`config.mk`:
```
export PLATFORM = sky130hd
export DESIGN_NAME = ex_mem_stage
export DESIGN_NICKNAME = d
export VERILOG_FILES = /design/src/rtl/ex_mem_stage.sv
export SDC_FILE = /design/constraint.sdc
export NUM_CORES = 1
export LEC_CHECK = 0
export CAP_MARGIN = 5
export CELL_PAD_IN_SITES_DETAIL_PLACEMENT = 1
export CELL_PAD_IN_SITES_GLOBAL_PLACEMENT = 1
export CORE_MARGIN = 5
export CORE_UTILIZATION = 29
export DETAILED_ROUTE_END_ITERATION = 8
export PLACE_DENSITY = 0.81
export SLEW_MARGIN = 5
export SYNTH_ARGS = -nofsm -noshare
export SYNTH_HDL_FRONTEND = slang
export SYNTH_SLANG_ARGS = --single-unit
```
`constraint.sdc`:
```
create_clock -name clk_i -period 1.8 [get_ports clk_i]
set_clock_uncertainty 0.15 [all_clocks]
set_input_delay 0.18 -clock clk_i [delete_from_list [all_inputs] [get_ports clk_i]]
set_output_delay 0.18 -clock clk_i [all_outputs]
set_load 0.005 [all_outputs]
```
`src/rtl/ex_mem_stage.sv`:
```
// EX/MEM pipeline register with the architectural Z/V/N flag register and sticky halt bit.
// Optional build macro FLAG_FWD_EN forwards next-state flags combinationally to the flag outputs.
module ex_mem_stage #(
  parameter int DATA_W = 16,
  parameter int REG_AW = 4
) (
  input  logic              clk_i,
  input  logic              rst_i,
  input  logic              ex_valid_i,
  input  logic [3:0]        ex_opcode_i,
  input  logic [DATA_W-1:0] ex_result_i,
  input  logic              ex_ovfl_i,
  input  logic [REG_AW-1:0] ex_rd_i,
  input  logic              ex_wen_i,
  input  logic [DATA_W-1:0] ex_store_data_i,
  input  logic              stall_i,
  input  logic              flush_i,
  output logic              mem_valid_o,
  output logic [3:0]        mem_opcode_o,
  output logic [DATA_W-1:0] mem_result_o,
  output logic [REG_AW-1:0] mem_rd_o,
  output logic              mem_wen_o,
  output logic [DATA_W-1:0] mem_store_data_o,
  output logic              flag_z_o,
  output logic              flag_v_o,
  output logic              flag_n_o,
  output logic              halted_o
);

  localparam logic [3:0] OP_ADD = 4'b0000;
  localparam logic [3:0] OP_SUB = 4'b0001;
  localparam logic [3:0] OP_XOR = 4'b0010;
  localparam logic [3:0] OP_SLL = 4'b0100;
  localparam logic [3:0] OP_SRA = 4'b0101;
  localparam logic [3:0] OP_ROR = 4'b0110;
  localparam logic [3:0] OP_HLT = 4'b1111;

  typedef enum logic [1:0] {
    FU_NONE  = 2'd0,
    FU_ZONLY = 2'd1,
    FU_ZVN   = 2'd2
  } flag_upd_e;

  // Which flags an opcode is allowed to write.
  function automatic flag_upd_e flag_class(input logic [3:0] op);
    flag_upd_e cls;
    case (op)
      OP_ADD, OP_SUB:                 cls = FU_ZVN;
      OP_XOR, OP_SLL, OP_SRA, OP_ROR: cls = FU_ZONLY;
      default:                        cls = FU_NONE;
    endcase
    return cls;
  endfunction

  logic              mem_valid_q,      mem_valid_d;
  logic [3:0]        mem_opcode_q,     mem_opcode_d;
  logic [DATA_W-1:0] mem_result_q,     mem_result_d;
  logic [REG_AW-1:0] mem_rd_q,         mem_rd_d;
  logic              mem_wen_q,        mem_wen_d;
  logic [DATA_W-1:0] mem_store_data_q, mem_store_data_d;
  logic              flag_z_q,         flag_z_d;
  logic              flag_v_q,         flag_v_d;
  logic              flag_n_q,         flag_n_d;
  logic              halted_q,         halted_d;

  logic              capture_s;
  logic              take_s;

  // Next-state: stall holds everything, halt/flush/invalid capture a zeroed bubble.
  always_comb begin
    capture_s        = ~stall_i & ~halted_q & ~flush_i;
    take_s           = capture_s & ex_valid_i;
    mem_valid_d      = mem_valid_q;
    mem_opcode_d     = mem_opcode_q;
    mem_result_d     = mem_result_q;
    mem_rd_d         = mem_rd_q;
    mem_wen_d        = mem_wen_q;
    mem_store_data_d = mem_store_data_q;
    flag_z_d         = flag_z_q;
    flag_v_d         = flag_v_q;
    flag_n_d         = flag_n_q;
    halted_d         = halted_q;

    if (stall_i) begin
      mem_valid_d = mem_valid_q;
    end else if (take_s) begin
      mem_valid_d      = 1'b1;
      mem_opcode_d     = ex_opcode_i;
      mem_result_d     = ex_result_i;
      mem_rd_d         = ex_rd_i;
      mem_wen_d        = ex_wen_i;
      mem_store_data_d = ex_store_data_i;
    end else begin
      mem_valid_d      = 1'b0;
      mem_opcode_d     = 4'b0000;
      mem_result_d     = {DATA_W{1'b0}};
      mem_rd_d         = {REG_AW{1'b0}};
      mem_wen_d        = 1'b0;
      mem_store_data_d = {DATA_W{1'b0}};
    end

    if (take_s) begin
      case (flag_class(ex_opcode_i))
        FU_ZVN: begin
          flag_z_d = (ex_result_i == {DATA_W{1'b0}});
          flag_n_d = ex_result_i[DATA_W-1];
          flag_v_d = ex_ovfl_i;
        end
        FU_ZONLY: begin
          flag_z_d = (ex_result_i == {DATA_W{1'b0}});
        end
        default: begin
          flag_z_d = flag_z_q;
        end
      endcase
      halted_d = halted_q | (ex_opcode_i == OP_HLT);
    end else begin
      halted_d = halted_q;
    end
  end

  // State registers.
  always_ff @(posedge clk_i or posedge rst_i) begin
    if (rst_i) begin
      mem_valid_q      <= 1'b0;
      mem_opcode_q     <= 4'b0000;
      mem_result_q     <= {DATA_W{1'b0}};
      mem_rd_q         <= {REG_AW{1'b0}};
      mem_wen_q        <= 1'b0;
      mem_store_data_q <= {DATA_W{1'b0}};
      flag_z_q         <= 1'b0;
      flag_v_q         <= 1'b0;
      flag_n_q         <= 1'b0;
      halted_q         <= 1'b0;
    end else begin
      mem_valid_q      <= mem_valid_d;
      mem_opcode_q     <= mem_opcode_d;
      mem_result_q     <= mem_result_d;
      mem_rd_q         <= mem_rd_d;
      mem_wen_q        <= mem_wen_d;
      mem_store_data_q <= mem_store_data_d;
      flag_z_q         <= flag_z_d;
      flag_v_q         <= flag_v_d;
      flag_n_q         <= flag_n_d;
      halted_q         <= halted_d;
    end
  end

  assign mem_valid_o      = mem_valid_q;
  assign mem_opcode_o     = mem_opcode_q;
  assign mem_result_o     = mem_result_q;
  assign mem_rd_o         = mem_rd_q;
  assign mem_wen_o        = mem_wen_q;
  assign mem_store_data_o = mem_store_data_q;
  assign halted_o         = halted_q;

`ifdef FLAG_FWD_EN
  // Next-state flags give ID same-cycle visibility; reset still forces them low.
  assign flag_z_o = rst_i ? 1'b0 : flag_z_d;
  assign flag_v_o = rst_i ? 1'b0 : flag_v_d;
  assign flag_n_o = rst_i ? 1'b0 : flag_n_d;
`else
  assign flag_z_o = flag_z_q;
  assign flag_v_o = flag_v_q;
  assign flag_n_o = flag_n_q;
`endif

endmodule
```
==> insert_results.sql <==
INSERT INTO impl_metrics (metric_group, metric, value, unit) VALUES
('yosys', 'synth.ff_latch_count', '46', ''),
('placed_design', 'number_of_i_o_port_buffers', '92', ''),
('clock_network', 'post_cts_resize_count', '0', ''),
('clock_network', 'cts_buffers', '5', ''),
('sta', 'setup_ws', '0.226', 'ns'),
('yosys', 'synth_top_cell_area_share', '67.5', '%'),
('die', 'num_rows', '28', ''),
('yosys', 'syn-num-nets', '164', ''),
('worst_setup_path', 'worst_r2r_startpoint', 'halted_o$_DFFE_PP0P_', ''),
('placed_design', 'place_worst_setup_slack', '-0.0763', 'ns'),
('die', 'die-height', '86.7', 'um'),
('routing', 'drt_iter0_drc', '51', ''),
('power', 'worst_ir_drop_vdd', '343', 'uV'),
('sta', 'worst_hold_slack', '0.0895', 'ns'),
('global_routing', 'largest_net_degree_at_the_start_of_global_routing', '43', ''),
('clock_network', 'post_cts_hold_buffer_count', '0', ''),
('power', 'post-layout-total-power', '2.30', 'mW'),
('routing', 'dr_total_vias', '1397', ''),
('die', 'design.portCount', '93', ''),
('sta', 'slew-limit-headroom', '69.6', '%'),
('die', 'design.die.area', '7510', 'um^2'),
('sta', 'final.setup.tns', '0', 'ns'),
('routing', 'antenna_left', '0', ''),
('power', 'power_per_cell_area', '810', 'nW/um^2'),
('sta', 'final.min_clock_period', '1.57', 'ns'),
('die', 'start_util', '29.3', '%'),
('finish', 'stdcell_count', '289', ''),
('yosys', 'yosys_warnings', '0', ''),
('sta', 'rsz0062_at_grt', 'false', ''),
('yosys', 'sequential_cell_area_fraction_in_the_yosys_report', '67.5', '%'),
('yosys', 'netlist_top_cells_area', 'sky130_fd_sc_hd__dfrtp_1 (67%), sky130_fd_sc_hd__a22o_1 (21%), sky130_fd_sc_hd__buf_2 (1.5%)', ''),
('clock_network', 'cts.reportedPaths.clkPinSlew', '0.09', 'ns'),
('global_routing', 'grtUsageTotal', '14.0', '%'),
('placed_design', 'place.gp.congestion', '0.719', ''),
('yosys', 'synth.largest_area_cell', 'sky130_fd_sc_hd__dfrtp_1', ''),
('power', 'total_leakage_power', '1.26', 'nW'),
('routing', 'routedWlPerCell', '17.7', 'um'),
('clock_network', 'cts_root_buffer', 'sky130_fd_sc_hd__clkbuf_8', ''),
('worst_setup_path', 'worstSetupStartpointType', 'flip-flop', ''),
('finish', 'final_core_utilization', '48.9', '%'),
('placed_design', 'placed_cell_areas', '2730', 'um^2'),
('worst_setup_path', 'cp_data_arrival_time', '1.24', 'ns'),
('finish', 'n_fill_cell', '629', ''),
('worst_hold_path', 'hp-class', 'input pin to asynchronous set/reset pin', ''),
('sta', 'timing_hold_violations_final', '0', ''),
('finish', 'layout-area-overhead-vs-synth', '66.6', '%'),
('die', 'fp.coreArea', '5820', 'um^2'),
('clock_network', 'cts_tree', 'yes', ''),
('sta', 'clock.fmax', '636', 'MHz'),
('sta', 'maxSlewViolCount', '0', ''),
('global_routing', 'gr-total-overflow', '0', ''),
('clock_network', 'post_cts.repair.setup_buffers', '0', ''),
('die', 'floorplan.die.width', '86.7', 'um'),
('worst_setup_path', 'standard_cell_with_the_maximum_stage_delay_on_the_critical_path', 'sky130_fd_sc_hd__clkdlybuf4s50_1', ''),
('finish', 'fin_area', '2840', 'um^2'),
('worst_setup_path', 'cp_num_buf_inv', '1', ''),
('placed_design', 'place_hpwl', '3.78', 'mm'),
('routing', 'drc', '0', ''),
('run', 'drv_cap', '0', ''),
('sta', 'max_slew.worst_pin.slew', '0.457', 'ns'),
('yosys', 'syn_inst', '116', ''),
('sta', 'post-route-period-util', '87.4', '%'),
('sta', 'setup_violations', '0', ''),
('yosys', 'synth.avg_cell_area', '14.7', 'um^2'),
('worst_setup_path', 'r2r_setup_slack', '0.25', 'ns'),
('run_status', 'status', 'completed', ''),
('yosys', 'cell_area_after_technology_mapping', '1710', 'um^2'),
('yosys', 'synth.distinct_cells', '19', ''),
('worst_setup_path', 'critical_path.endpoint_type', 'primary output', ''),
('finish', 'finish.net_count', '261', ''),
('clock_network', 'clk_latency', '0.29', 'ns');
-- sequential cells by signal, summed over array words and instances (netlist names) --
| signal | flops |
|---|---|
| mem_store_data_o | 16 |
| mem_opcode_o | 4 |
| mem_wen_o | 1 |
| mem_result_o | 16 |
| mem_valid_o | 1 |
| flag_v_o | 1 |
| mem_rd_o | 4 |
| flag_z_o | 1 |
| halted_o | 1 |
| flag_n_o | 1 |
-- final cells by class --
cell class / instances / area [um^2] / share of cell area (%)
well taps: 75 / 93.8 / 3.30
clock buffers: 5 / 68.8 / 2.42
multi-input cells: 59 / 507 / 17.8
repair buffers: 99 / 973 / 34.3
clock inverters: 3 / 40.0 / 1.41
inverters: 2 / 7.51 / 0.264
flip-flops and latches: 46 / 1150 / 40.5
-- placed cells by master (no fill, tap or decap), drive strengths merged, types with 2 or more instances in the layout --
cell type / count
clkdlybuf4s50: 92
clkbuf: 5
clkinv: 2
inv: 2
buf: 7
a22o: 41
dfrtp: 46
mux2: 2
nor4: 4
-- logic make-up (layout without fill, tap and decap cells) --
family	count (synthesis)	count (layout)	synth area share, %
multiplexers	3	3	1.91
AND/OR/NAND/NOR	10	10	4.48
AO/OA/AOI/OAI	45	45	22.6
adder cells (fa/ha/maj)	1	1	0.734
buffers and inverters	11	109	2.79
flip-flops	46	46	67.5
-- synthesized netlist by cell type --
cell type,number
sky130_fd_sc_hd__nand4_1,1
sky130_fd_sc_hd__nor4_1,4
sky130_fd_sc_hd__clkbuf_1,4
sky130_fd_sc_hd__buf_2,5
sky130_fd_sc_hd__nor2b_1,1
sky130_fd_sc_hd__a21oi_1,1
sky130_fd_sc_hd__dfrtp_1,46
sky130_fd_sc_hd__a21o_1,1
sky130_fd_sc_hd__nor3_1,1
sky130_fd_sc_hd__ha_1,1
sky130_fd_sc_hd__o21ai_0,1
sky130_fd_sc_hd__a22o_1,41
sky130_fd_sc_hd__nor4b_4,1
sky130_fd_sc_hd__nand2_1,1
sky130_fd_sc_hd__and3_1,1
sky130_fd_sc_hd__inv_1,2
sky130_fd_sc_hd__mux2_1,2
sky130_fd_sc_hd__mux2i_1,1
sky130_fd_sc_hd__a31o_2,1
-- worst register-to-register path: stages, from the launching register on --
cell and delay [ns]:
sky130_fd_sc_hd__dfrtp_1 0.42, sky130_fd_sc_hd__nor4b_4 0.36, sky130_fd_sc_hd__buf_4 0.35, sky130_fd_sc_hd__a22o_1 0.20
-- routing by layer --
| metal | vias up | part of all wire [%] | track usage (%) |
|---|---|---|---|
| li1 | 643 | - | - |
| met1 | 702 | 42 | 17.8 |
| met2 | 46 | 51 | 23.2 |
| met3 | 6 | 5.3 | 3.33 |
| met4 | 0 | 1.1 | 4.82 |
| met5 | - | 0 | 0 |
-- worst max-delay path by stage --
stage                     depth (start not counted)                          endpoint  slack [ns]                  from
final                                             1                          halted_o        0.23  halted_o$_DFFE_PP0P_
after CTS                                         1                          halted_o        0.21  halted_o$_DFFE_PP0P_
after global placement                            4           mem_rd_o[2]$_DFFE_PP0N_       -0.05               stall_i
after detailed placement                          4  mem_store_data_o[12]$_DFFE_PP0N_       -0.08               stall_i
after global routing                              1                          halted_o        0.15  halted_o$_DFFE_PP0P_
after floorplan                                   3              flag_n_o$_DFFE_PP0P_        0.29  halted_o$_DFFE_PP0P_
-- power by group --
part	internal [mW]	leakage [nW]	total (mW)	switching (mW)
sequential	1.10	0.618	1.14	0.0417
combinational	0.266	0.581	0.401	0.135
clock	0.409	0.0579	0.757	0.348
Power figures use the tool's default switching activity.
